### config.mk
export PLATFORM = sky130hd
export DESIGN_NAME = cpu7_ifu_fcl
export DESIGN_NICKNAME = d
export VERILOG_FILES = /design/src/rtl/cpu7_ifu_fcl.sv
export SDC_FILE = /design/constraint.sdc
export NUM_CORES = 1
export LEC_CHECK = 0
export CAP_MARGIN = 10
export CORE_AREA = 4 4 41 43
export CTS_CLUSTER_DIAMETER = 150
export DETAILED_ROUTE_END_ITERATION = 10
export DIE_AREA = 0 0 45 47
export PLACE_DENSITY = 0.7
export SYNTH_ARGS = -nofsm -noshare
export SYNTH_HDL_FRONTEND = slang
export SYNTH_SLANG_ARGS = --single-unit
### constraint.sdc
create_clock -name clock -period 2.3 [get_ports clock]
set_input_delay 0.46 -clock clock [delete_from_list [all_inputs] [get_ports clock]]
set_output_delay 0.46 -clock clock [all_outputs]
set_load 0.03 [all_outputs]
### src/rtl/cpu7_ifu_fcl.sv
// IFU fetch control: cache request handshake, outstanding tracking, pc_bf select and decode-valid qualification.
// Optional perf counters are enabled with `define CPU7_IFU_FCL_PERF_EN.
module cpu7_ifu_fcl #(
  parameter int MAX_OUT = 1,
  parameter int CNT_W   = 2
) (
  input  logic             clock,
  input  logic             resetn,
  input  logic             inst_addr_ok,
  input  logic             inst_valid,
  input  logic             br_cancel,
  input  logic             dec_stall,
  output logic             inst_req,
  output logic             inst_cancel,
  output logic             fcl_fdp_pcbf_sel_init_l,
  output logic             fcl_fdp_pcbf_sel_old_l,
  output logic             fcl_fdp_pcbf_sel_pcinc_l,
  output logic             fcl_fdp_pcbf_sel_brpc_l,
  output logic             fcl_dec_valid,
  output logic [CNT_W-1:0] fcl_outstanding
`ifdef CPU7_IFU_FCL_PERF_EN
  ,
  output logic [31:0]      fcl_perf_fetch_cnt,
  output logic [31:0]      fcl_perf_cancel_cnt
`endif
);

  typedef enum logic [1:0] {ST_INIT, ST_RUN, ST_DRAIN} state_t;

  localparam logic [CNT_W-1:0] MAX_CNT = CNT_W'(MAX_OUT);

  state_t           state;
  logic [CNT_W-1:0] out_cnt;
  logic [CNT_W-1:0] drain_cnt;
  logic [CNT_W-1:0] out_cnt_next;
  logic             in_run;
  logic             cancel_ok;
  logic             accept;
  logic             retire;

  always_comb begin
    in_run        = (state == ST_RUN);
    cancel_ok     = br_cancel && (state != ST_INIT);
    inst_req      = in_run && (out_cnt < MAX_CNT) && !dec_stall && !br_cancel;
    inst_cancel   = cancel_ok;
    accept        = inst_req && inst_addr_ok;
    // A response with nothing outstanding is a protocol error and is ignored.
    retire        = inst_valid && (out_cnt != '0);
    fcl_dec_valid = retire && in_run && !br_cancel && !dec_stall;

    out_cnt_next = out_cnt;
    if (accept && !retire)
      out_cnt_next = out_cnt + CNT_W'(1);
    else if (!accept && retire)
      out_cnt_next = out_cnt - CNT_W'(1);

    fcl_fdp_pcbf_sel_init_l  = 1'b1;
    fcl_fdp_pcbf_sel_old_l   = 1'b1;
    fcl_fdp_pcbf_sel_pcinc_l = 1'b1;
    fcl_fdp_pcbf_sel_brpc_l  = 1'b1;
    if (state == ST_INIT)
      fcl_fdp_pcbf_sel_init_l = 1'b0;
    else if (cancel_ok)
      fcl_fdp_pcbf_sel_brpc_l = 1'b0;
    else if (fcl_dec_valid)
      fcl_fdp_pcbf_sel_pcinc_l = 1'b0;
    else
      fcl_fdp_pcbf_sel_old_l = 1'b0;

    fcl_outstanding = out_cnt;
  end

  always_ff @(posedge clock or negedge resetn) begin
    if (!resetn) begin
      state     <= ST_INIT;
      out_cnt   <= '0;
      drain_cnt <= '0;
    end else begin
      out_cnt <= out_cnt_next;
      case (state)
        ST_INIT: state <= ST_RUN;
        ST_RUN, ST_DRAIN: begin
          // A redirect (re)starts the drain with whatever is still in flight after this cycle.
          if (br_cancel) begin
            if (out_cnt_next != '0) begin
              drain_cnt <= out_cnt_next;
              state     <= ST_DRAIN;
            end else begin
              state <= ST_RUN;
            end
          end else if ((state == ST_DRAIN) && retire) begin
            drain_cnt <= drain_cnt - CNT_W'(1);
            if (drain_cnt == CNT_W'(1))
              state <= ST_RUN;
          end
        end
        default: state <= ST_INIT;
      endcase
    end
  end

`ifdef CPU7_IFU_FCL_PERF_EN
  always_ff @(posedge clock or negedge resetn) begin
    if (!resetn) begin
      fcl_perf_fetch_cnt  <= '0;
      fcl_perf_cancel_cnt <= '0;
    end else begin
      if (fcl_dec_valid)
        fcl_perf_fetch_cnt <= fcl_perf_fetch_cnt + 32'd1;
      if (cancel_ok)
        fcl_perf_cancel_cnt <= fcl_perf_cancel_cnt + 32'd1;
    end
  end
`endif

endmodule
==> results of run 1 <==
## path summary, 6_finish.rpt
kind / to / slack [ns] / cells past startpoint
max: fcl_fdp_pcbf_sel_old_l / 0.09 / 7
min: drain_cnt[0] / 0.44 / 1
max reg2reg: drain_cnt[0] / 0.40 / 9
min reg2reg: drain_cnt[1] / 0.52 / 2
max in group asynchronous: fcl_outstanding[1] / 1.64 / 1
min in group clock: drain_cnt[1] / 0.52 / 2
## Yosys cell counts
| library cell | n |
|---|---|
| inv_1 | 10 |
| nand2_1 | 8 |
| ha_1 | 7 |
| dfrtp_1 | 6 |
| mux2i_1 | 3 |
| nor2_1 | 3 |
| o21ai_1 | 3 |
| o22ai_1 | 2 |
| xnor2_1 | 2 |
| a211o_1 | 1 |
| a211oi_1 | 1 |
| a21o_2 | 1 |
| a21oi_1 | 1 |
| a221oi_2 | 1 |
| a31oi_1 | 1 |
| a32o_2 | 1 |
| and4bb_4 | 1 |
| buf_6 | 1 |
| nand2b_1 | 1 |
| nand3_2 | 1 |
| nor2b_1 | 1 |
| nor3b_1 | 1 |
| nor4b_1 | 1 |
| o21ai_2 | 1 |
| o31ai_1 | 1 |
| or3_1 | 1 |
## registers in the layout, summed over array words and instances, names as in the netlist
| name | count |
|---|---|
| drain_cnt | 2 |
| fcl_outstanding | 2 |
| state | 2 |
## through the flow
step,utilization [%],setup slack [ns]
finish,61.8,0.0876
global route,61.8,0.0226
CTS,61.0,0.0215
detailed placement,59.0,-0.183
global placement,59.0,-0.151
floorplan,-,0.000462
## critical path, delay by kind of cell, from the launching register on
kind | cells | cell delay, ns
and+or+nand+nor | 3 | 0.56
DFF | 1 | 0.40
buffers and inverters | 3 | 0.38
adders and majority gates | 1 | 0.16
## routing by layer
| metal | share of wire (%) | vias up | global-route usage, % | wire length, µm |
|---|---|---|---|---|
| li1 | - | 265 | - | - |
| met1 | 46 | 226 | 15.6 | 538 |
| met2 | 47 | 13 | 21.2 | 548 |
| met3 | 5.0 | 2 | 0 | 58 |
| met4 | 1.3 | 0 | 7.02 | 15 |
| met5 | 0 | - | 0 | 0 |
## report_power, final
part | switching (mW) | total, mW | internal [mW]
Combinational | 0.424 | 0.782 | 0.359
Sequential | 0.0386 | 0.201 | 0.162
Clock | 0.0349 | 0.100 | 0.0655
Total | 0.497 | 1.08 | 0.586
## logic make-up after synthesis
family / after synthesis
buffers and inverters: 11
adder cells (fa/ha/maj): 7
XOR/XNOR: 2
flip-flops: 6
AND/OR/NAND/NOR: 18
AO/OA/AOI/OAI: 14
multiplexers: 3
## final cells by class
class	count	share of cell area [%]
multi-input cells	44	45.9
repair buffers	23	24.9
flip-flops and latches	6	19.0
inverters	10	4.67
clock buffers	4	3.27
well taps	15	2.33
## repair_timing
item / 4_1_cts / 5_1_grt
resized for setup: 1 / 6
setup buffers: 0 / 1
hold endpoints to repair: 0 / 0
endpoints found under the setup margin: 1 / 4
pin swaps: 0 / 1
==> results.md, run 1 <==
* Cells along the critical path: inv_2, ha_1, nand2b_2, nor4b_4, buf_4, or3_4, buf_4
* Mapped Avg Cell Area at about 8.9 µm²
* Total Wirelength at between 1 and 1.5 mm
* Cell taking the most area after synthesis: dfrtp_1
* Post-Synth Simple-Gate Area at about a fifth
* Fin crit period at 2.21 ns
* Port Buffers at 14
* Post-placement cell area at ~770 µm²
* Initial DRT Pass Iterations at 2
* First-pass GRT wire length at slightly below 2 mm
* Max Clock Skew at approximately 0.0066 ns
* Critical Path Slowest Stage Cell: dfrtp_2
* Nets at about 100
* Worst Path Required at 1.84 ns
* Crit path capture type: output port
* Synth warn at 0
* Clock insertion delay at the later pin of the skew report at 0.24 ns
* Critical Path AT at approximately 1.8 ns
* Worst Setup SP: fcl_outstanding[1]
* Antenna violations before repair at 0
* Mux contribution to synthesized area at approximately 5.5%
* Layout cells sized above 1 at between 30 and 40%
* Clock Tree Root: clkbuf_4
* Sequential fraction of the synthesis area at approximately 28%
* Iter 0 DRT Violations at 6
* Inst Count DP at 97
* Most frequent CP cell: buf_4
* Die Ht at around 47 µm
* Most common cell after layout, fill and taps aside: buf_4
* Synth Area in Compound Gates at between 10% and 20%
* Static Leak at between 0.4 and 0.5 nW
* Total power at 1.08 mW
* Worst min-delay path class: input port to asynchronous set/reset pin
* Drt drc at 0
* GR Overflow Total at 0
* Synth area leaders: dfrtp_1 28%, ha_1 16%, inv_1 6.9%, mux2i_1 5.5%, nand2_1 5.5%
* Hold buffers post-CTS at 0
* DIE AREA at approximately 2100 µm²
* CTS clk-pin slew, worst paths at ~0.050 ns
* RR Startpoint: fcl_outstanding[0]
* Sequential cell area at 153 µm²
* Final Instance Count excl. Fillers at 102
* Max stage delay on crit path at approximately 0.4 ns
* Setup crit start kind: flip-flop
* Syn Inst Count at between 60 and 70
* Total number of vias at 506
* Vias per inst at 4.96
* Final setup TNS at 0 ns
* Tot GR Track Use at roughly 12%
* H-tree depth at 1
* Yosys reg bits at 6
* Ports at 15
* Final critical-path share of the clock period at between 90% and 100%
* Post-Synth Adder-Cell Area at 16.1%
* RSZ-0062 raised after global routing: no
* CP Max Fanout at 3
* Final ANT Viol Nets at 0
* Design area at between 800 and 900 µm²
* Final hold vios at 0
* Synth unique cells at 26
* Diode count at 0
* Worst Tran Pin Value at about 0.32 ns
* Fmax at ~0.45 GHz
* Avg WL per Cell at approximately 11 µm
* XOR/XNOR Fraction of Synth Area at 3.23%
* Status: completed
* Die X at 45 µm
* CTS tree: built
* HPWL Detailed at 981 µm
* Commonest cells after routing, fill and taps aside: 13 x buf_4, 9 x inv_1, 7 x nand2_1, 7 x ha_1, 6 x clkdlybuf4s50_1
* Critical path class: flip-flop to output port
* Top-area cell type share of the netlist area at roughly 28%
* Synthesized cell area at between 500 and 600 µm²
* Rows at 13
* Clock sink total at 6
* Core area at between 1000 and 1500 µm²
* P per Cell Area at 1350 nW/µm²
* Peak supply drop at 0.674 mV
* FILL cells at around 130
* Multi-input logic area at 369 µm²
* Vias in the first global route at roughly 500
* Finish-stage setup viols at 0
* Cts bufs inserted at 3
* Syn_nets at 74
* Largest net degree at the start of global routing at 7
* Max-slew headroom at 78.7%
* Clock Path Buffers at 2
* Area growth syn-to-layout at 48.2%
* Max Cap Viol at 0
* Hold slack at around 0.44 ns
* Final-report max-slew violation count at 0
* Main combinational cell family by area after synthesis: compound AO/OA/AOI/OAI gates
* GP Congestion at between 0.7 and 0.8
* Initial core utilization at a little over two fifths
(Power assumes the default switching activity.)
==> run 2, diff against run 1 <==
--- a/config.mk
+++ b/config.mk
@@ -6,11 +6,10 @@
 export NUM_CORES = 1
 export LEC_CHECK = 0
 export CAP_MARGIN = 10
-export CORE_AREA = 4 4 41 43
+export CORE_MARGIN = 4
+export CORE_UTILIZATION = 30
 export CTS_CLUSTER_DIAMETER = 150
 export DETAILED_ROUTE_END_ITERATION = 10
-export DIE_AREA = 0 0 45 47
-export PLACE_DENSITY = 0.7
 export SYNTH_ARGS = -nofsm -noshare
 export SYNTH_HDL_FRONTEND = slang
 export SYNTH_SLANG_ARGS = --single-unit
==> run 2 against run 1 <==
  * Critical path depth decreased by 2
  * Routed wire length increased by 5.7%
  * Utilization decreased by 15 points
  * Worst setup slack got worse by 0.026 ns
==> results.md, run 2 (synthesized netlist as in run 1, its figures left out) <==
* Status: completed
* Design area at 807 µm² (+0.31%)
* Total Wirelength at 1.23 mm (+5.7%)
* H-tree depth at 1 (unchanged)
* Fin crit period at 2.24 ns (+0.0263 ns)
* Critical Path AT at 1.78 ns (+0.03 ns)
* Total number of vias at 512 (+1.2%)
* Tot GR Track Use at 10.7% (-1.5 points)
* Hold buffers post-CTS at 0 (unchanged)
* Max Clock Skew at 0.00708 ns (+0.000445 ns)
* CTS tree: built
* GR Overflow Total at 0 (unchanged)
* Cts bufs inserted at 3 (unchanged)
* Most frequent CP cell: buf_4
* Largest net degree at the start of global routing at 7 (unchanged)
* Iter 0 DRT Violations at 4 (-2)
* Worst min-delay path class: input port to asynchronous set/reset pin
* Static Leak at 0.382 nW (-6.2%)
* Vias per inst at 4.61 (-7.0%)
* Peak supply drop at 0.655 mV (-2.8%)
* Fmax at 0.447 GHz (-1.2%)
* Die Ht at 50.5 µm (+7.5%)
* Core area at 1730 µm² (+33%)
* FF-to-FF setup slack at 0.37 ns (-0.03 ns)
* Clock insertion delay at the later pin of the skew report at 0.24 ns (about the same)
* Setup crit start kind: input port
* Avg WL per Cell at 11.1 µm (-2.9%)
* Reg2reg path depth at 9 (unchanged)
* Port Buffers at 14 (unchanged)
* Diode count at 0 (unchanged)
* Final Instance Count excl. Fillers at 111 (+8.8%)
* Post-placement cell area at 773 µm² (+0.65%)
* Initial DRT Pass Iterations at 4 (+2)
* Layout cells sized above 1 at 36.0% (+1.6 points)
* P_int at 589 µW (+0.50%)
* Final-report max-slew violation count at 0 (unchanged)
* CP Max Fanout at 4 (+1)
* FILL cells at 173 (+38%)
* Inst Count DP at 106 (+9.3%)
* Clock sink total at 6 (unchanged)
* RR Startpoint: fcl_outstanding[0]
* Finish-stage setup viols at 0 (unchanged)
* Switching power total at 507 µW (+1.9%)
* Critical Path Slowest Stage Cell: clkdlybuf4s50_1
* Worst Setup SP: br_cancel
* Area growth syn-to-layout at 48.6%
* P per Cell Area at 1360 nW/µm² (+0.82%)
* RSZ-0062 raised after global routing: no
* Max-slew headroom at 78.8% (+0.086 points)
* Worst Path Required at 1.84 ns (about the same)
* Critical path class: input port to output port
* Die X at 50.5 µm (+12%)
* Antenna violations before repair at 0 (unchanged)
* Vias in the first global route at 508 (+3.5%)
* Nets at 100 (-0.99%)
* GP Congestion at 0.800 (+1.3%)
* DIE AREA at 2550 µm² (+21%)
* Commonest cells after routing, fill and taps aside: 12 x buf_4, 8 x inv_1, 8 x clkdlybuf4s50_1, 7 x nand2_1, 6 x ha_1
* Worst Tran Pin Value at 0.318 ns (-0.00128 ns)
* Worst setup margin at 0.0613 ns (-0.0263 ns)
* Rows at 15 (+2)
* First-pass GRT wire length at 2.08 mm (+8.2%)
* Max Cap Viol at 0 (unchanged)
* Ports at 15 (unchanged)
* HPWL Detailed at 1.05 mm (+6.6%)
* Total power at 1.10 mW (+1.1%)
* CP Capture Point: fcl_fdp_pcbf_sel_old_l
* Pre-CTS setup slack at -0.169 ns (+0.0142 ns)
* Switching Share at 46.2% (+0.34 points)
* Fraction of power consumed by sequential logic at 18.6% (about the same)
* Clock Tree Root: clkbuf_4
* Final critical-path share of the clock period at 97.3% (+1.1 points)
* Clock Power Share at 9.3% (about the same)
* Crit path capture type: output port
* Clock Path Buffers at 2 (unchanged)
* Final hold vios at 0 (unchanged)
* Max stage delay on crit path at 0.57 ns (+0.17 ns)
* Final ANT Viol Nets at 0 (unchanged)
* Combinational group share of total power at 72.1% (about the same)
* Drt drc at 0 (unchanged)
* Most common cell after layout, fill and taps aside: buf_4
* CTS clk-pin slew, worst paths at 0.05 ns (about the same)
* Initial core utilization at 31.4% (-10 points)
* Worst r2r dst: drain_cnt[0]
* Cells along the critical path: clkdlybuf4s50_1, nor4b_4, buf_4, or3_4, buf_4
[run 2: cell types whose count changed in the layout (fill, tap and decap cells not counted), sizes merged]
cell	previous run	this run
dlymetal6s2s	3	1
clkdlybuf4s50	6	8
buf	13	12
[run 2: timing repair]
item,CTS,global route
pin swaps,0,1
gates resized for setup,1,6
setup buffers,0,1
setup endpoints to repair,1,3
[run 2: worst min-delay path by stage]
stage,end,start,slack (ns),cells past startpoint
detailed placement,drain_cnt[1],drain_cnt[1],0.53,2
global route,drain_cnt[1],resetn,0.45,1
floorplan,drain_cnt[0],resetn,0.16,0
CTS,drain_cnt[1],resetn,0.45,1
global placement,drain_cnt[1],drain_cnt[1],0.52,2
finish,drain_cnt[1],resetn,0.45,1
[run 2: worst max-delay path, delay by kind of cell]
kind | cells | cell delay, ns
buf+inv | 3 | 0.88
simple gates | 2 | 0.44
[run 2: power by group through the flow]
| stage | sequential [mW] | clock (mW) | combinational, mW |
|---|---|---|---|
| finish | 0.204 | 0.102 | 0.790 |
| global route | 0.211 | 0.113 | 0.870 |
| detailed placement | 0.205 | 0 | 0.778 |
| floorplan | 0.238 | 0 | 0.495 |
| CTS | 0.203 | 0.108 | 0.780 |
| global placement | 0.205 | 0 | 0.762 |
[run 2: routing by layer]
layer	vias up	track usage [%]	share of wire [%]
met4	0	6.73	0.90
met3	2	1.48	5.2
met2	16	16.3	44
met5	-	0	0
li1	264	-	-
met1	230	14.2	50
[run 2: cell type report]
type | instances | area (µm²) | share of cell area, %
sequential | 6 | 153 | 18.9
clock buffer | 4 | 26.3 | 3.26
multi-input combinational | 44 | 372 | 46.0
inverter | 10 | 37.5 | 4.65
tap | 25 | 31.3 | 3.88
timing repair buffer | 22 | 188 | 23.3
[run 2: stage by stage]
stage / setup TNS (ns) / utilization [%] / hold slack [ns]
6_report: 0 / 46.7 / 0.450
5_1_grt: 0 / 46.7 / 0.452
4_1_cts: 0 / 46.2 / 0.448
3_5_place_dp: -0.204 / 44.8 / 0.530
3_3_place_gp: -0.153 / 44.8 / 0.518
2_1_floorplan: 0 / - / 0.164
